## config.mk

```make
export PLATFORM = sky130hd
export DESIGN_NAME = id_ex_stage
export DESIGN_NICKNAME = d
export VERILOG_FILES = /design/src/rtl/cpu_pkg.sv /design/src/rtl/hazard_detection.sv /design/src/rtl/id_ex_stage.sv
export SDC_FILE = /design/constraint.sdc
export NUM_CORES = 1
export LEC_CHECK = 0
export BUFFER_PORTS_ARGS = -buffer_cell sky130_fd_sc_hd__buf_4
export CORE_AREA = 2 2 107 109
export DETAILED_ROUTE_END_ITERATION = 12
export DIE_AREA = 0 0 109 111
export HOLD_SLACK_MARGIN = 0.15
export PLACE_DENSITY_LB_ADDON = 0.08
export SYNTH_ARGS = -nofsm -noshare
export SYNTH_HDL_FRONTEND = slang
export SYNTH_SLANG_ARGS = --single-unit
```

## constraint.sdc

```tcl
create_clock -name clk_i -period 5 [get_ports clk_i]
set_clock_uncertainty 0.2 [all_clocks]
set_input_delay 0.25 -clock clk_i [delete_from_list [all_inputs] [get_ports clk_i]]
set_output_delay 0.25 -clock clk_i [all_outputs]
set_load 0.01 [all_outputs]
```

## src/rtl/cpu_pkg.sv

```systemverilog
// rtl/cpu_pkg.sv - shared CPU encodings and the ID/EX control bundle
package cpu_pkg;

  localparam logic [1:0] ALU_R = 2'b00;
  localparam logic [1:0] ALU_I = 2'b01;
  localparam logic [1:0] ALU_S = 2'b10;
  localparam logic [1:0] ALU_B = 2'b11;

  localparam logic [6:0] R_TYPE = 7'b0110011;
  localparam logic [6:0] I_TYPE = 7'b0010011;
  localparam logic [6:0] LOAD   = 7'b0000011;
  localparam logic [6:0] STORE  = 7'b0100011;
  localparam logic [6:0] BRANCH = 7'b1100011;

  typedef struct packed {
    logic [1:0] alu_op;
    logic       alu_src;
    logic       reg_write;
    logic       mem_read;
    logic       mem_write;
    logic       mem_to_reg;
  } id_ex_ctrl_t;

endpackage

```

## src/rtl/hazard_detection.sv

```systemverilog
// rtl/hazard_detection.sv - load-use hazard detection and saturating stall counter
module hazard_detection #(
  parameter int STALL_CNT_W = 16
) (
  input  logic                   clk,
  input  logic                   rst,
  input  logic                   ex_valid,
  input  logic                   ex_mem_read,
  input  logic [4:0]             ex_rd,
  input  logic                   id_valid,
  input  logic [4:0]             id_rs1,
  input  logic [4:0]             id_rs2,
  input  logic                   flush,
  output logic                   stall,
  output logic [STALL_CNT_W-1:0] stall_cnt
);

  logic hazard;

  // x0 is never a real dependency, so a load targeting it cannot stall.
  assign hazard = ex_valid & ex_mem_read & (ex_rd != 5'd0) & id_valid &
                  ((ex_rd == id_rs1) | (ex_rd == id_rs2));
  assign stall  = hazard & ~flush;

  always_ff @(posedge clk or posedge rst) begin
    if (rst) begin
      stall_cnt <= '0;
    end else if (stall && (stall_cnt != {STALL_CNT_W{1'b1}})) begin
      stall_cnt <= stall_cnt + STALL_CNT_W'(1);
    end
  end

endmodule

```

## src/rtl/id_ex_stage.sv

```systemverilog
// rtl/id_ex_stage.sv - ID/EX pipeline register; load-use stalls under HAZARD_DETECT_EN
module id_ex_stage
  import cpu_pkg::*;
#(
  parameter int STALL_CNT_W = 16
) (
  input  logic                   clk_i,
  input  logic                   rst_i,
  input  logic                   valid_i,
  input  logic [1:0]             ALUOp_i,
  input  logic                   ALUSrc_i,
  input  logic                   RegWrite_i,
  input  logic                   MemRead_i,
  input  logic                   MemWrite_i,
  input  logic                   MemToReg_i,
  input  logic [31:0]            RS1data_i,
  input  logic [31:0]            RS2data_i,
  input  logic [31:0]            Imm_i,
  input  logic [9:0]             funct_i,
  input  logic [4:0]             RS1addr_i,
  input  logic [4:0]             RS2addr_i,
  input  logic [4:0]             RDaddr_i,
  input  logic                   flush_i,
  output logic                   valid_o,
  output logic [1:0]             ALUOp_o,
  output logic                   ALUSrc_o,
  output logic                   RegWrite_o,
  output logic                   MemRead_o,
  output logic                   MemWrite_o,
  output logic                   MemToReg_o,
  output logic [31:0]            RS1data_o,
  output logic [31:0]            RS2data_o,
  output logic [31:0]            Imm_o,
  output logic [9:0]             funct_o,
  output logic [4:0]             RS1addr_o,
  output logic [4:0]             RS2addr_o,
  output logic [4:0]             RDaddr_o,
  output logic                   stall_o,
  output logic [STALL_CNT_W-1:0] stall_cnt_o
);

  id_ex_ctrl_t ctrl_in;
  id_ex_ctrl_t ctrl_q;
  logic        stall;

  assign ctrl_in = '{alu_op: ALUOp_i, alu_src: ALUSrc_i, reg_write: RegWrite_i,
                     mem_read: MemRead_i, mem_write: MemWrite_i, mem_to_reg: MemToReg_i};

`ifdef HAZARD_DETECT_EN
  hazard_detection #(
    .STALL_CNT_W(STALL_CNT_W)
  ) u_hazard (
    .clk        (clk_i),
    .rst        (rst_i),
    .ex_valid   (valid_o),
    .ex_mem_read(ctrl_q.mem_read),
    .ex_rd      (RDaddr_o),
    .id_valid   (valid_i),
    .id_rs1     (RS1addr_i),
    .id_rs2     (RS2addr_i),
    .flush      (flush_i),
    .stall      (stall),
    .stall_cnt  (stall_cnt_o)
  );
`else
  assign stall       = 1'b0;
  assign stall_cnt_o = '0;
`endif

  assign stall_o = stall;

  // Flush and stall both insert a fully zeroed bubble; flush wins because stall is masked by it.
  always_ff @(posedge clk_i or posedge rst_i) begin
    if (rst_i) begin
      valid_o   <= 1'b0;
      ctrl_q    <= '0;
      RS1data_o <= '0;
      RS2data_o <= '0;
      Imm_o     <= '0;
      funct_o   <= '0;
      RS1addr_o <= '0;
      RS2addr_o <= '0;
      RDaddr_o  <= '0;
    end else if (flush_i || stall) begin
      valid_o   <= 1'b0;
      ctrl_q    <= '0;
      RS1data_o <= '0;
      RS2data_o <= '0;
      Imm_o     <= '0;
      funct_o   <= '0;
      RS1addr_o <= '0;
      RS2addr_o <= '0;
      RDaddr_o  <= '0;
    end else begin
      valid_o   <= valid_i;
      ctrl_q    <= valid_i ? ctrl_in : '0;
      RS1data_o <= RS1data_i;
      RS2data_o <= RS2data_i;
      Imm_o     <= Imm_i;
      funct_o   <= funct_i;
      RS1addr_o <= RS1addr_i;
      RS2addr_o <= RS2addr_i;
      RDaddr_o  <= RDaddr_i;
    end
  end

  assign ALUOp_o    = ctrl_q.alu_op;
  assign ALUSrc_o   = ctrl_q.alu_src;
  assign RegWrite_o = ctrl_q.reg_write;
  assign MemRead_o  = ctrl_q.mem_read;
  assign MemWrite_o = ctrl_q.mem_write;
  assign MemToReg_o = ctrl_q.mem_to_reg;

endmodule

```

# Word level (Yosys, flattened, before mapping)
# Index checks and enable logic that the tools add are counted.
word_totals:
  reg_bits: 129
  latch_bits: 0
  ram_bits: 0
  rom_bits: 0
  input_bits: 132
  out_inout_bits: 146
  word_cells: 24
  n_memories: 0
classes:
  addsub: 0
  mul: 0
  n_div: 0
  order_cmp: 0
  eq_ne: 0
  shift: 0
  mux: 10
  bitwise: 0
  n_reduce_logical: 0
op_table:
  columns: ["cell", "count"]
  rows:
  - ["32-bit two-way mux", 3]
  - ["5-bit two-way mux", 3]
  - ["7-bit two-way mux", 2]
  - ["10-bit two-way mux", 1]
  - ["1-bit two-way mux", 1]

# Depth between registers and ports, before layout
depth:
  word_depth: 2
  depth_mapped: 3
  ltp_nobuf: 1

# Worst setup path before layout
# OpenSTA, ideal clock, no wires.
synth_timing:
  path_type: "input -> register"
  startpoint: "input port flush_i"
  endpoint: "register Imm_o[0]"
  setup_time_ns: 0.122
  arrival_ns: 0.620
  required_ns: 4.678
  slack_ns: 4.059
  stages: 3
  n_path_buf: 2
  path_cell_list: "buf_2 buf_2 nor2b_1"
synth_between:
  elab_chain_len: 1
synth_lines:
  columns: ["item", "line_no", "source"]
  rows:
  - ["start, declared", "id_ex_stage.sv:23", "input logic flush_i,"]
  - ["32-bit two-way mux", "id_ex_stage.sv:84", "end else if (flush_i || stall) begin"]
  - ["end signal, assigned", "id_ex_stage.sv:99", "Imm_o <= Imm_i;"]
  - ["end, declared", "id_ex_stage.sv:33", "output logic [31:0] Imm_o,"]
# No other way between the ends.

==> flow_metrics.py <==
metrics = {
    "floorplan": {
        "rows": 39,
        "start_util_pct": 38.4,
        "pin_count": 278,
        "dieArea_um2": 12100,
        "fp.coreArea_um2": 11100,
        "die_y_um": 111,
        "fp.dieW_um": 109,
    },
    "pwr": {
        "internal_power_uw": 2060,
        "p_comb_share_pct": 13.7,
        "p_leak_uw": 0.00421,
        "switching_share_pct": 22.4,
        "peakVddDrop_uv": 193,
        "pwr-share-clk_pct": 44.5,
        "switchingPower_uw": 594,
        "power.density_nw_per_um2": 323,
        "pwr-share-seq_pct": 41.8,
    },
    "synth": {
        "yosysTopAreaCell": "dfrtp_1",
        "yosysTopAreaCellShare_pct": 75.8,
        "synthCells": 291,
        "synth.most_common_cell": "dfrtp_1",
        "ys_seq_area_share_pct": 75.8,
        "syn_area_per_cell_um2": 14.6,
        "synth_flop_cell": "dfrtp_1",
        "yosys_warnings": 0,
        "syn_area_um2": 4260,
        "ys_async_sr_fraction_pct": 100,
        "synth.area.top_cells": "dfrtp_1 (76%), nor2b_1 (18%), buf_4 (3.0%), buf_2 (1.6%), and3b_1 (1.4%)",
        "synthTopCellsByCount": "dfrtp_1 (129), nor2b_1 (122), buf_4 (17)",
        "yosys.cell_types.count": 7,
        "synth_edf_count": 0,
        "ys_seq_elements": 129,
    },
    "outcome": {
        "outcome": "completed",
    },
    "detailed_routing": {
        "detail-route-antenna-nets": 0,
        "drt-vias-per-instance": 4.13,
        "drt_iter0_markers": 132,
        "num_vias": 3513,
        "totalWireLength_um": 12400,
        "drcViolationCount": 0,
        "wl_per_cell_um": 14.5,
        "dr.pass1.iters": 5,
    },
    "layout": {
        "final_core_util_pct": 74.3,
        "finalInstanceArea_um2": 8230,
        "fin_cells": 851,
        "fin_nets": 827,
        "area_growth_pct": 93.3,
        "final_layout_size_suffix_gt1_share_pct": 41.7,
        "diodes": 0,
    },
    "global_route": {
        "grt_pass1_vias": 4002,
        "globalRouteOverflowTotal": 0,
        "grt_max_degree": 85,
        "track_usage_pct": 21.7,
        "grt_first_pass_wirelength_um": 19500,
        "antenna_found_initial": 0,
    },
    "critical_path": {
        "cp.required_ps": 5290,
        "path_max_fanout": 84,
        "crit_type": "input port to async pin",
        "start_kind": "input port",
        "arrival_ps": 2360,
        "end_kind": "async pin",
    },
    "placed_design": {
        "place_area_um2": 6270,
        "numPortBuffers": 260,
        "hpwlAfterDp_um": 7370,
        "gp_congestion": 0.744,
        "place_inst": 681,
    },
    "sta": {
        "timing.hold.ws_ps": 158,
        "min_period_ps": 2060,
        "tns_ps": 0,
        "period_share_pct": 41.3,
        "fmax_mhz": 484,
        "setup_viol": 0,
        "rsz0062_at_grt": "false",
        "hold_viol": 0,
        "slew_headroom_pct": 32.4,
        "worstMarginPinSlew_ps": 1010,
        "maxSlewViolCount": 0,
    },
    "clock_network": {
        "cts_made_buffers": 17,
        "clockRootBuffer": "clkbuf_16",
        "cts_max_level": 4,
        "clkTransAtPathRegs_ps": 60,
        "cts_sinks": 129,
        "tritoncts": "yes",
        "cts.path.max_buffers": 2,
    },
    "run": {
        "maxCapViolCount": 0,
    },
    "hold_path": {
        "hold_class": "input port to register",
    },
}
flip-flops by register name, summed over array words and instances (netlist names):
name	flops
RegWrite_o	1
RS2addr_o	5
ALUOp_o	2
MemToReg_o	1
valid_o	1
RS2data_o	32
RDaddr_o	5
funct_o	10
Imm_o	32
RS1addr_o	5
MemWrite_o	1
ALUSrc_o	1
RS1data_o	32
MemRead_o	1
metrics by stage:
| step | power, µW | worst slack [ps] |
|---|---|---|
| floorplan | 1240 | 1110 |
| global placement | 1400 | 3040 |
| detailed placement | 1400 | 3010 |
| CTS | 2690 | 2880 |
| global route | 2770 | 2610 |
| finish | 2660 | 2940 |
kinds of logic after synthesis:
kind of cell | after synthesis | synth area share [%]
AND/OR/NAND/NOR | 129 | 19.4
flip-flops | 129 | 75.8
other | 1 | 0.0881
buffers and inverters | 32 | 4.73
final timing paths:
| check | startpoint | end | slack, ps | depth (start not counted) |
|---|---|---|---|---|
| worst max-delay path | rst_i | RDaddr_o[1]$_DFF_PP0_ | 2940 | 4 |
| max in group clk_i | valid_i | ALUOp_o[0]$_DFF_PP0_ | 3410 | 4 |
| worst min-delay path | flush_i | valid_o$_DFF_PP0_ | 160 | 2 |
| min in group asynchronous | rst_i | RS1data_o[12]$_DFF_PP0_ | 460 | 3 |
what timing repair did:
| item | CTS | global route |
|---|---|---|
| endpoints found under the hold margin | 212 | 0 |
| hold buffers | 138 | 0 |
| gates resized for setup | 0 | 0 |
| buffers inserted | 0 | 0 |
cell usage in the layout, fill, tap and decap left out:
| cell type | count |
|---|---|
| clkbuf_8 | 1 |
| nor2b_1 | 122 |
| clkinv_2 | 5 |
| conb_1 | 17 |
| clkbuf_16 | 17 |
| and3b_1 | 7 |
| buf_4 | 262 |
| dlygate4sd3_1 | 138 |
| dfrtp_1 | 129 |
| clkinvlp_4 | 4 |
| inv_4 | 1 |
| clkinv_4 | 3 |
| bufinv_16 | 2 |
worst max-delay path, stage by stage:
cell and delay [ps]:
dlygate4sd3_1 540, buf_4 150, inv_4 680, buf_4 630
power by group through the flow:
| stage | clock, µW | sequential, µW | combinational [µW] |
|---|---|---|---|
| 2_1_floorplan | 0 | 1160 | 80.0 |
| 3_3_place_gp | 0 | 1130 | 271 |
| 3_5_place_dp | 0 | 1130 | 275 |
| 4_1_cts | 1210 | 1110 | 363 |
| 5_1_grt | 1260 | 1120 | 392 |
| 6_report | 1180 | 1110 | 363 |
final cells by class:
type	count	area, µm²
sequential	129	3230
multi-input combinational	146	888
fill	742	2850
timing repair buffer	400	3350
clock inverter	14	141
clock buffer	18	439
inverter	1	6.26
tap	143	179
metal layers:
metal / GRT usage (%) / share of wire [%] / vias up / wire length [µm]
met3: 7.29 / 8.0 / 29 / 990
met1: 20.3 / 32 / 1657 / 3910
met4: 11.5 / 3.1 / 0 / 382
met2: 40.3 / 57 / 174 / 7100
met5: 0 / 0 / - / 0
li1: - / - / 1653 / -
Power figures use the tool's default switching activity.
